`src/rtl/uart_rx_deser.sv`:
```
// uart_rx_deser: UART receive front end in the pll_clk domain.
//
// Synchronises the raw serial line, frames 8N1 bytes with a mid-bit sampling
// counter, and buffers received bytes in a show-ahead FIFO. The FIFO drains
// over a valid/ready stream.
//
// Optional feature: define UART_RX_PARITY_EN to add an even-parity bit between
// the data and stop bits, plus the parity_err port.
//
// Parameters:
//   CLKS_PER_BIT  pll_clk cycles per bit (>= 4)
//   FIFO_DEPTH    byte entries (power of 2, >= 2)
//
// Ports:
//   pll_clk     in   sole clock, rising edge
//   rst         in   synchronous active-high reset
//   rx_in       in   raw asynchronous serial line, idles high
//   out_data    out  FIFO head byte, 0x00 while empty
//   out_valid   out  FIFO not empty
//   out_ready   in   consumer accepts head when out_valid && out_ready
//   frame_err   out  one-cycle pulse: stop bit sampled 0
//   overrun     out  one-cycle pulse: good byte dropped, FIFO full
//   parity_err  out  one-cycle pulse: parity mismatch (UART_RX_PARITY_EN only)

module uart_rx_deser #(
  parameter int unsigned CLKS_PER_BIT = 217,
  parameter int unsigned FIFO_DEPTH   = 4
) (
  input  logic       pll_clk,
  input  logic       rst,
  input  logic       rx_in,
  output logic [7:0] out_data,
  output logic       out_valid,
  input  logic       out_ready,
  output logic       frame_err,
`ifdef UART_RX_PARITY_EN
  output logic       parity_err,
`endif
  output logic       overrun
);

  localparam int unsigned CntW = $clog2(CLKS_PER_BIT);
  localparam int unsigned PtrW = $clog2(FIFO_DEPTH);
  localparam int unsigned OccW = PtrW + 1;

  localparam logic [CntW-1:0] HalfLoad = CntW'(CLKS_PER_BIT / 2 - 1);
  localparam logic [CntW-1:0] FullLoad = CntW'(CLKS_PER_BIT - 1);
  localparam logic [OccW-1:0] FullOcc  = OccW'(FIFO_DEPTH);

  typedef enum logic [2:0] {
    StIdle,
    StStart,
    StData,
    StParity,
    StStop,
    StBreak
  } state_e;

  // Input synchroniser
  logic sync1_q, sync2_q;
  logic rx_s;

  always_ff @(posedge pll_clk) begin
    if (rst) begin
      sync1_q <= 1'b1;
      sync2_q <= 1'b1;
    end else begin
      sync1_q <= rx_in;
      sync2_q <= sync1_q;
    end
  end

  assign rx_s = sync2_q;

  // Framing FSM
  state_e          state_q;
  logic [CntW-1:0] cnt_q;
  logic [2:0]      bit_idx_q;
  logic [7:0]      shift_q;
  logic            frame_err_q;
  logic            sample;
  logic            push_req;
`ifdef UART_RX_PARITY_EN
  logic            par_bad_q;
  logic            parity_err_q;
`endif

  assign sample = (cnt_q == '0);

  always_comb begin
    push_req = (state_q == StStop) && sample && rx_s;
`ifdef UART_RX_PARITY_EN
    push_req = push_req && !par_bad_q;
`endif
  end

  always_ff @(posedge pll_clk) begin
    if (rst) begin
      state_q      <= StIdle;
      cnt_q        <= '0;
      bit_idx_q    <= '0;
      shift_q      <= '0;
      frame_err_q  <= 1'b0;
`ifdef UART_RX_PARITY_EN
      par_bad_q    <= 1'b0;
      parity_err_q <= 1'b0;
`endif
    end else begin
      frame_err_q  <= 1'b0;
`ifdef UART_RX_PARITY_EN
      parity_err_q <= 1'b0;
`endif
      case (state_q)
        StIdle: begin
          if (!rx_s) begin
            cnt_q   <= HalfLoad;
            state_q <= StStart;
          end
        end
        StStart: begin
          if (!sample) begin
            cnt_q <= cnt_q - CntW'(1);
          end else if (!rx_s) begin
            cnt_q     <= FullLoad;
            bit_idx_q <= '0;
            state_q   <= StData;
          end else begin
            // Start bit gone by mid-bit: a glitch, not a frame
            state_q <= StIdle;
          end
        end
        StData: begin
          if (!sample) begin
            cnt_q <= cnt_q - CntW'(1);
          end else begin
            shift_q   <= {rx_s, shift_q[7:1]};
            cnt_q     <= FullLoad;
            bit_idx_q <= bit_idx_q + 3'd1;
            if (bit_idx_q == 3'd7) begin
`ifdef UART_RX_PARITY_EN
              state_q <= StParity;
`else
              state_q <= StStop;
`endif
            end
          end
        end
`ifdef UART_RX_PARITY_EN
        StParity: begin
          if (!sample) begin
            cnt_q <= cnt_q - CntW'(1);
          end else begin
            // Even parity: data bits plus parity bit must XOR to 0
            par_bad_q <= rx_s ^ (^shift_q);
            cnt_q     <= FullLoad;
            state_q   <= StStop;
          end
        end
`endif
        StStop: begin
          if (!sample) begin
            cnt_q <= cnt_q - CntW'(1);
          end else if (!rx_s) begin
            // Framing error outranks a parity error
            frame_err_q <= 1'b1;
            state_q     <= StBreak;
          end else begin
`ifdef UART_RX_PARITY_EN
            parity_err_q <= par_bad_q;
`endif
            state_q <= StIdle;
          end
        end
        StBreak: begin
          if (rx_s) begin
            state_q <= StIdle;
          end
        end
        default: state_q <= StIdle;
      endcase
    end
  end

  assign frame_err = frame_err_q;
`ifdef UART_RX_PARITY_EN
  assign parity_err = parity_err_q;
`endif

  // Show-ahead FIFO
  logic [7:0]      mem_q [FIFO_DEPTH];
  logic [PtrW-1:0] wr_ptr_q, rd_ptr_q;
  logic [OccW-1:0] occ_q;
  logic            empty, full, pop, push, overrun_d, overrun_q;

  assign empty = (occ_q == '0);
  assign full  = (occ_q == FullOcc);
  assign pop   = out_ready && !empty;
  // When full, a same-cycle pop frees the head slot that the write lands in
  assign push      = push_req && (!full || pop);
  assign overrun_d = push_req && full && !pop;

  always_ff @(posedge pll_clk) begin
    if (push) begin
      mem_q[wr_ptr_q] <= shift_q;
    end
  end

  always_ff @(posedge pll_clk) begin
    if (rst) begin
      wr_ptr_q  <= '0;
      rd_ptr_q  <= '0;
      occ_q     <= '0;
      overrun_q <= 1'b0;
    end else begin
      overrun_q <= overrun_d;
      if (push) begin
        wr_ptr_q <= wr_ptr_q + PtrW'(1);
      end
      if (pop) begin
        rd_ptr_q <= rd_ptr_q + PtrW'(1);
      end
      occ_q <= occ_q + OccW'(push) - OccW'(pop);
    end
  end

  assign out_valid = !empty;
  assign out_data  = empty ? 8'h00 : mem_q[rd_ptr_q];
  assign overrun   = overrun_q;

endmodule

```
`config.mk`:
```
export PLATFORM = sky130hd
export DESIGN_NAME = uart_rx_deser
export DESIGN_NICKNAME = d
export VERILOG_FILES = /design/src/rtl/uart_rx_deser.sv
export SDC_FILE = /design/constraint.sdc
export NUM_CORES = 1
export LEC_CHECK = 0
export ABC_CLOCK_PERIOD_IN_PS = 4650
export CAP_MARGIN = 40
export CORE_ASPECT_RATIO = 2
export CORE_MARGIN = 3
export CORE_UTILIZATION = 55
export CTS_BUF_LIST = sky130_fd_sc_hd__clkbuf_4
export DETAILED_ROUTE_END_ITERATION = 10
export PLACE_DENSITY_LB_ADDON = 0.25
export SYNTH_ARGS = -nofsm -noshare
export SYNTH_HDL_FRONTEND = slang
export SYNTH_SLANG_ARGS = --single-unit
export TNS_END_PERCENT = 100
```
`constraint.sdc`:
```
create_clock -name pll_clk -period 4.65 [get_ports pll_clk]
set_input_delay 0.6975 -clock pll_clk [delete_from_list [all_inputs] [get_ports pll_clk]]
set_output_delay 0.6975 -clock pll_clk [all_outputs]
set_load 0.02 [all_outputs]
```
Word level (Yosys, flattened, before mapping):

Memories as Yosys holds them, arrays and structs flattened. A register that Yosys moved wholly into a read port is not among the register bits.
Cells that the tools add are included.

* register bits: 33
* bits in writable memories: 32
* bits of input ports: 4
* output and inout port bits: 11
* word-level logic and storage cells: 80
* memories kept: 1

* $add $sub $neg: 6
* eq/ne operators: 15
* multiplexer cells: 25
* bitwise operators: 2
* reductions and logical operators: 20

Memories
* mem_q: words 4, bits a word 8, rd ports 1, clocked after Yosys merged registers in 1, wr ports 1, RTL line 190 `logic [7:0] mem_q [FIFO_DEPTH];`

Operator list (count)
* 8-bit two-way mux: 6
* 8-bit case mux with 4 select lines: 1
* 3-bit two-way mux: 10
* 2-bit != test (second input constant): 8
* 3-bit case mux with 5 select lines: 1
* 3-bit == test (second input constant): 4
* 8-bit logical NOT: 1
* 4-bit AND reduction: 2
* 8-bit by 1-bit subtractor with 8-bit output (second input constant): 1
* 1-bit logical AND: 6
* 3-bit logical NOT: 2
* 2-bit two-way mux: 3
* 3-bit case mux with 2 select lines: 1
* 6-bit AND reduction: 1
* 2-bit by 1-bit adder with 2-bit output (second input constant): 2
* 4-bit nonzero test: 1
* 3-bit by 1-bit adder with 3-bit output: 1
* 3-bit by 1-bit adder with 3-bit output (second input constant): 1
* 3-bit by 1-bit == test with 1-bit output (second input constant): 1
* 3-bit by 2-bit == test with 1-bit output (second input constant): 1
* 1-bit logical NOT: 3
* 1-bit two-way mux: 3
* 3-bit != test (second input constant): 1
* 3-bit OR reduction: 1
* 5 further kinds: 6

Longest topological paths before layout:

* word-level depth: 7
* mapped depth: 14
* mapped depth without buffers: 13

Worst setup path after synthesis:

Ideal clock, no wire load.

* kind: register -> register
* start: register cnt_q[0]
* end: register occ_q[2]
* setup time: 0.128 ns
* arrival time: 2.541 ns
* required time: 4.522 ns
* path slack: 1.981 ns
* stages on the path, launching flop included: 15
* buffers on the path: 1
* clock period less this slack: 2.669 ns
* path through: dfxtp_1 > inv_1 > ha_1 > nor4b_4 > buf_2 > nand3_1 > nor2_1 > inv_1 > ha_1 > inv_1 > ha_1 > fa_1 > xnor2_1 > xnor2_1 > nor2_1

* longest elaborated chain between the ends: 6

RTL lines
* from (decl): RTL line 77 `logic [CntW-1:0] cnt_q;`
* from (signal assigned): RTL line 116 `cnt_q <= HalfLoad;`
* from (signal assigned): RTL line 122 `cnt_q <= cnt_q - CntW'(1);`
* from (signal assigned): RTL line 124 `cnt_q <= FullLoad;`
* 8-bit logical NOT: RTL line 88 `assign sample = (cnt_q == '0);`
* 1-bit logical AND (2 in a row): RTL line 91 `push_req = (state_q == StStop) && sample && rx_s;`
* 1-bit logical AND: RTL line 199 `assign push = push_req && (!full || pop);`
* 3-bit by 1-bit adder with 3-bit output: RTL line 222 `occ_q <= occ_q + OccW'(push) - OccW'(pop);`
* 3-bit by 1-bit subtractor with 3-bit output: RTL line 222
* to (signal assigned): RTL line 222
* to (decl): RTL line 192 `logic [OccW-1:0] occ_q;`

No other way between the ends.
A chain may end at the register's enable or synchronous reset.

Final worst setup path:

Ends and elaborated chain as after synthesis.

==> run_results.csv <==
group,metric,value,unit
global_routing,grt_util_all_layers,18.9,%
yosys,yosys.area.top_type,"edfxtp_1",
die,core-area,5280,um2
power_and_ir_drop,p_switching,453,uW
place,placed_cells_incl_taps,329,
global_routing,antenna_found_initial,0,
routing,routedWlPerCell,15.9,um
sta,tightest_slew,0.721,ns
layout,drive_gt1_share,13.2,%
cts,cts_hold_buf,0,
place,place_congestion,0.847,
die,start_util,58.0,%
worst_hold_path,min_path_type,"reg2reg",
cts,ctsResizeCount,0,
yosys,post_synth_instance_area,3060,um2
setup_path,start_kind,"register",
cts,clock-sinks,67,
global_routing,grt-ovfl-total,0,
sta,finalSetupViolations,0,
routing,wirelength,5490,um
cts,cts_root_buffer,"clkbuf_4",
yosys,synth_top_area_share,31.4,%
layout,nNetsFinal,297,
yosys,synth_fp_nets,285,
die,die-area,6550,um2
layout,antenna_cells,0,
global_routing,grt_pass1_wl,9450,um
routing,dr_wl_met2,3150,um
routing,vias,2037,
cts,cts_setup_buffers,0,
die,die_y,111,um
yosys,synth.avg_cell_area,11.3,um2
place,pre_cts_ws,1.49,ns
setup_path,arrival,3.34,ns
sta,rsz0062_at_grt,"false",
setup_path,end_kind,"register",
sta,fmax,328,MHz
layout,final_common_cell,"dfxtp_1",
die,ios,15,
power_and_ir_drop,p_per_area,428,nW/um2
place,hpwlAfterDp,4140,um
cts,clk_latency,0.39,ns
sta,slew_headroom,51.8,%
yosys,ys_types,52,
power_and_ir_drop,power,1.43,mW
routing,drcViolationCount,0,
cts,cts_max_level,3,
power_and_ir_drop,seqPwrFrac,48.7,%
global_routing,grt_max_degree,21,
layout,final_cell_mix,"dfxtp_1 (35), edfxtp_1 (32), nand2_1 (23), nor2_1 (17), a21oi_1 (17)",
power_and_ir_drop,swShare,31.7,%
routing,postRouteAntennaNets,0,
power_and_ir_drop,power_frac_clock,21.1,%
routing,routed-wl-met3,134,um
yosys,synthTopCellsByArea,"edfxtp_1 (31%), dfxtp_1 (23%), mux4_2 (5.9%), ha_1 (4.1%), nand2_1 (2.8%)",
power_and_ir_drop,pwr-share-comb,30.2,%
sta,hold_ws,0.420,ns
sta,min_period_over_period,65.6,%
yosys,async_reset_ff_share,0,%
setup_path,worst-endpoint-required,4.94,ns
yosys,seq_area_frac_synth,54.3,%
sta,fin_ws,1.60,ns
routing,detail_route.wirelength.met1,2030,um
flow_run,max_cap_viol_count,0,
setup_path,critPathMaxFanout,14,
routing,dr.pass1.iters,5,
power_and_ir_drop,p_int,974,uW
yosys,synth_cells,270,
cts,cts_tree,"built",
sta,slew_violations,0,
cts,max-clock-path-buffers,2,
layout,syn_to_final_growth,8.92,%
sta,finalSetupTns,0,ns
yosys,ys_warn_count,0,
yosys,synth_ff_type,"dfxtp_1",
cts,cts_made_buffers,9,
routing,vias_per_cell,5.90,
power_and_ir_drop,power_leakage,1.17,nW
place,port_buffers,14,
sta,finalCriticalPeriod,3.05,ns
die,die_x,58.7,um
yosys,synth-edff-count,32,
cts,path_clk_slew,0.10,ns
routing,drt_iter0_drc,82,
yosys,synth_seq_cells,67,
sta,skew,0.00859,ns
routing,routed.top_layer,"met4",
power_and_ir_drop,irDropWorstVdd,0.283,mV
sta,finalHoldViolCount,0,
global_routing,grt_pass1_vias,2032,
layout,fin_cells,345,
die,num_rows,37,
status,status,"complete, no violations",
setup_path,path_class,"reg2reg",
[cell type report]
cell class                      instances  area, um2
Sequential cell                        67       1660
Clock buffer                           10       75.1
Fill cell                             440       1950
Multi-Input combinational cell        176       1290
Clock inverter                          6       32.5
Timing Repair Buffer                   17        163
Inverter                               11       41.3
Tap cell                               58       72.6
[synthesized netlist by cell type, drive strengths merged (2+ instances only)]
| master | instances |
|---|---|
| mux4 | 8 |
| or2 | 5 |
| a31o | 2 |
| o211a | 2 |
| nor2 | 17 |
| a31oi | 2 |
| o21ai | 7 |
| buf | 7 |
| and3 | 5 |
| a22oi | 2 |
| o22ai | 2 |
| xnor2 | 5 |
| clkbuf | 9 |
| o211ai | 3 |
| o31ai | 2 |
| ha | 10 |
| a21oi | 17 |
| dfxtp | 35 |
| nand2b | 2 |
| or3 | 5 |
| nor3b | 2 |
| a2111oi | 2 |
| and2 | 9 |
| or4 | 2 |
| nand3 | 7 |
| nor2b | 3 |
| nor4b | 3 |
| inv | 11 |
| nor3 | 8 |
| nand2 | 23 |
| a211oi | 5 |
| xor2 | 2 |
| edfxtp | 32 |
[per-stage QoR]
stage               utilization (%)  instance area (um2)
finish                         63.1                 3330
global route                   63.1                 3330
CTS                            63.1                 3330
detailed placement             61.1                 3220
global placement               61.0                 3220
floorplan                         -                 3060
[final timing paths]
path	start	end	slack (ns)	cells past startpoint
max	cnt_q[0]	occ_q[2]	1.60	13
max reg2reg	cnt_q[0]	occ_q[2]	1.60	13
min	sync1_q	rx_s	0.42	1
min reg2reg	sync1_q	rx_s	0.42	1
[kinds of logic after synthesis]
group                    Yosys count  synth area share [%]
multiplexers                       9                  6.22
flip-flops                        67                  54.3
AND/OR/NAND/NOR                   95                  16.8
XOR/XNOR                           7                  2.00
AO/OA/AOI/OAI                     54                  12.3
buffers and inverters             27                  3.64
adder cells (fa/ha/maj)           11                  4.74
[registers in the layout, indices dropped and copies added, names as in the netlist, named ones only]
name,cells
rx_s,1
wr_ptr_q,2
mem_q,32
cnt_q,8
rd_ptr_q,2
occ_q,3
sync1_q,1
bit_idx_q,3
overrun,1
shift_q,8
state_q,3
frame_err,1
[layer usage]
layer,global-route usage (%),vias to the layer above
met5,0,-
met4,9.23,0
met1,19.6,965
li1,-,1027
met2,34.2,32
met3,4.06,13
[power by group through the flow]
stage / clock (mW) / combinational, mW / sequential, mW
5_1_grt: 0.344 / 0.474 / 0.705
3_3_place_gp: 0 / 0.424 / 0.709
4_1_cts: 0.312 / 0.437 / 0.697
6_report: 0.301 / 0.431 / 0.695
2_1_floorplan: 0 / 0.328 / 0.677
3_5_place_dp: 0 / 0.436 / 0.710
[worst max-delay path, stage by stage (launching register included)]
cell and delay (ns):
dfxtp_1 0.35, inv_1 0.11, ha_1 0.16, nor4b_4 0.60, nand3_1 0.28, nor2_1 0.16, inv_1 0.05, ha_1 0.27
inv_1 0.04, ha_1 0.18, fa_1 0.39, xnor2_1 0.18, xnor2_1 0.13, nor2_1 0.05
Power figures use the tool's default switching activity.
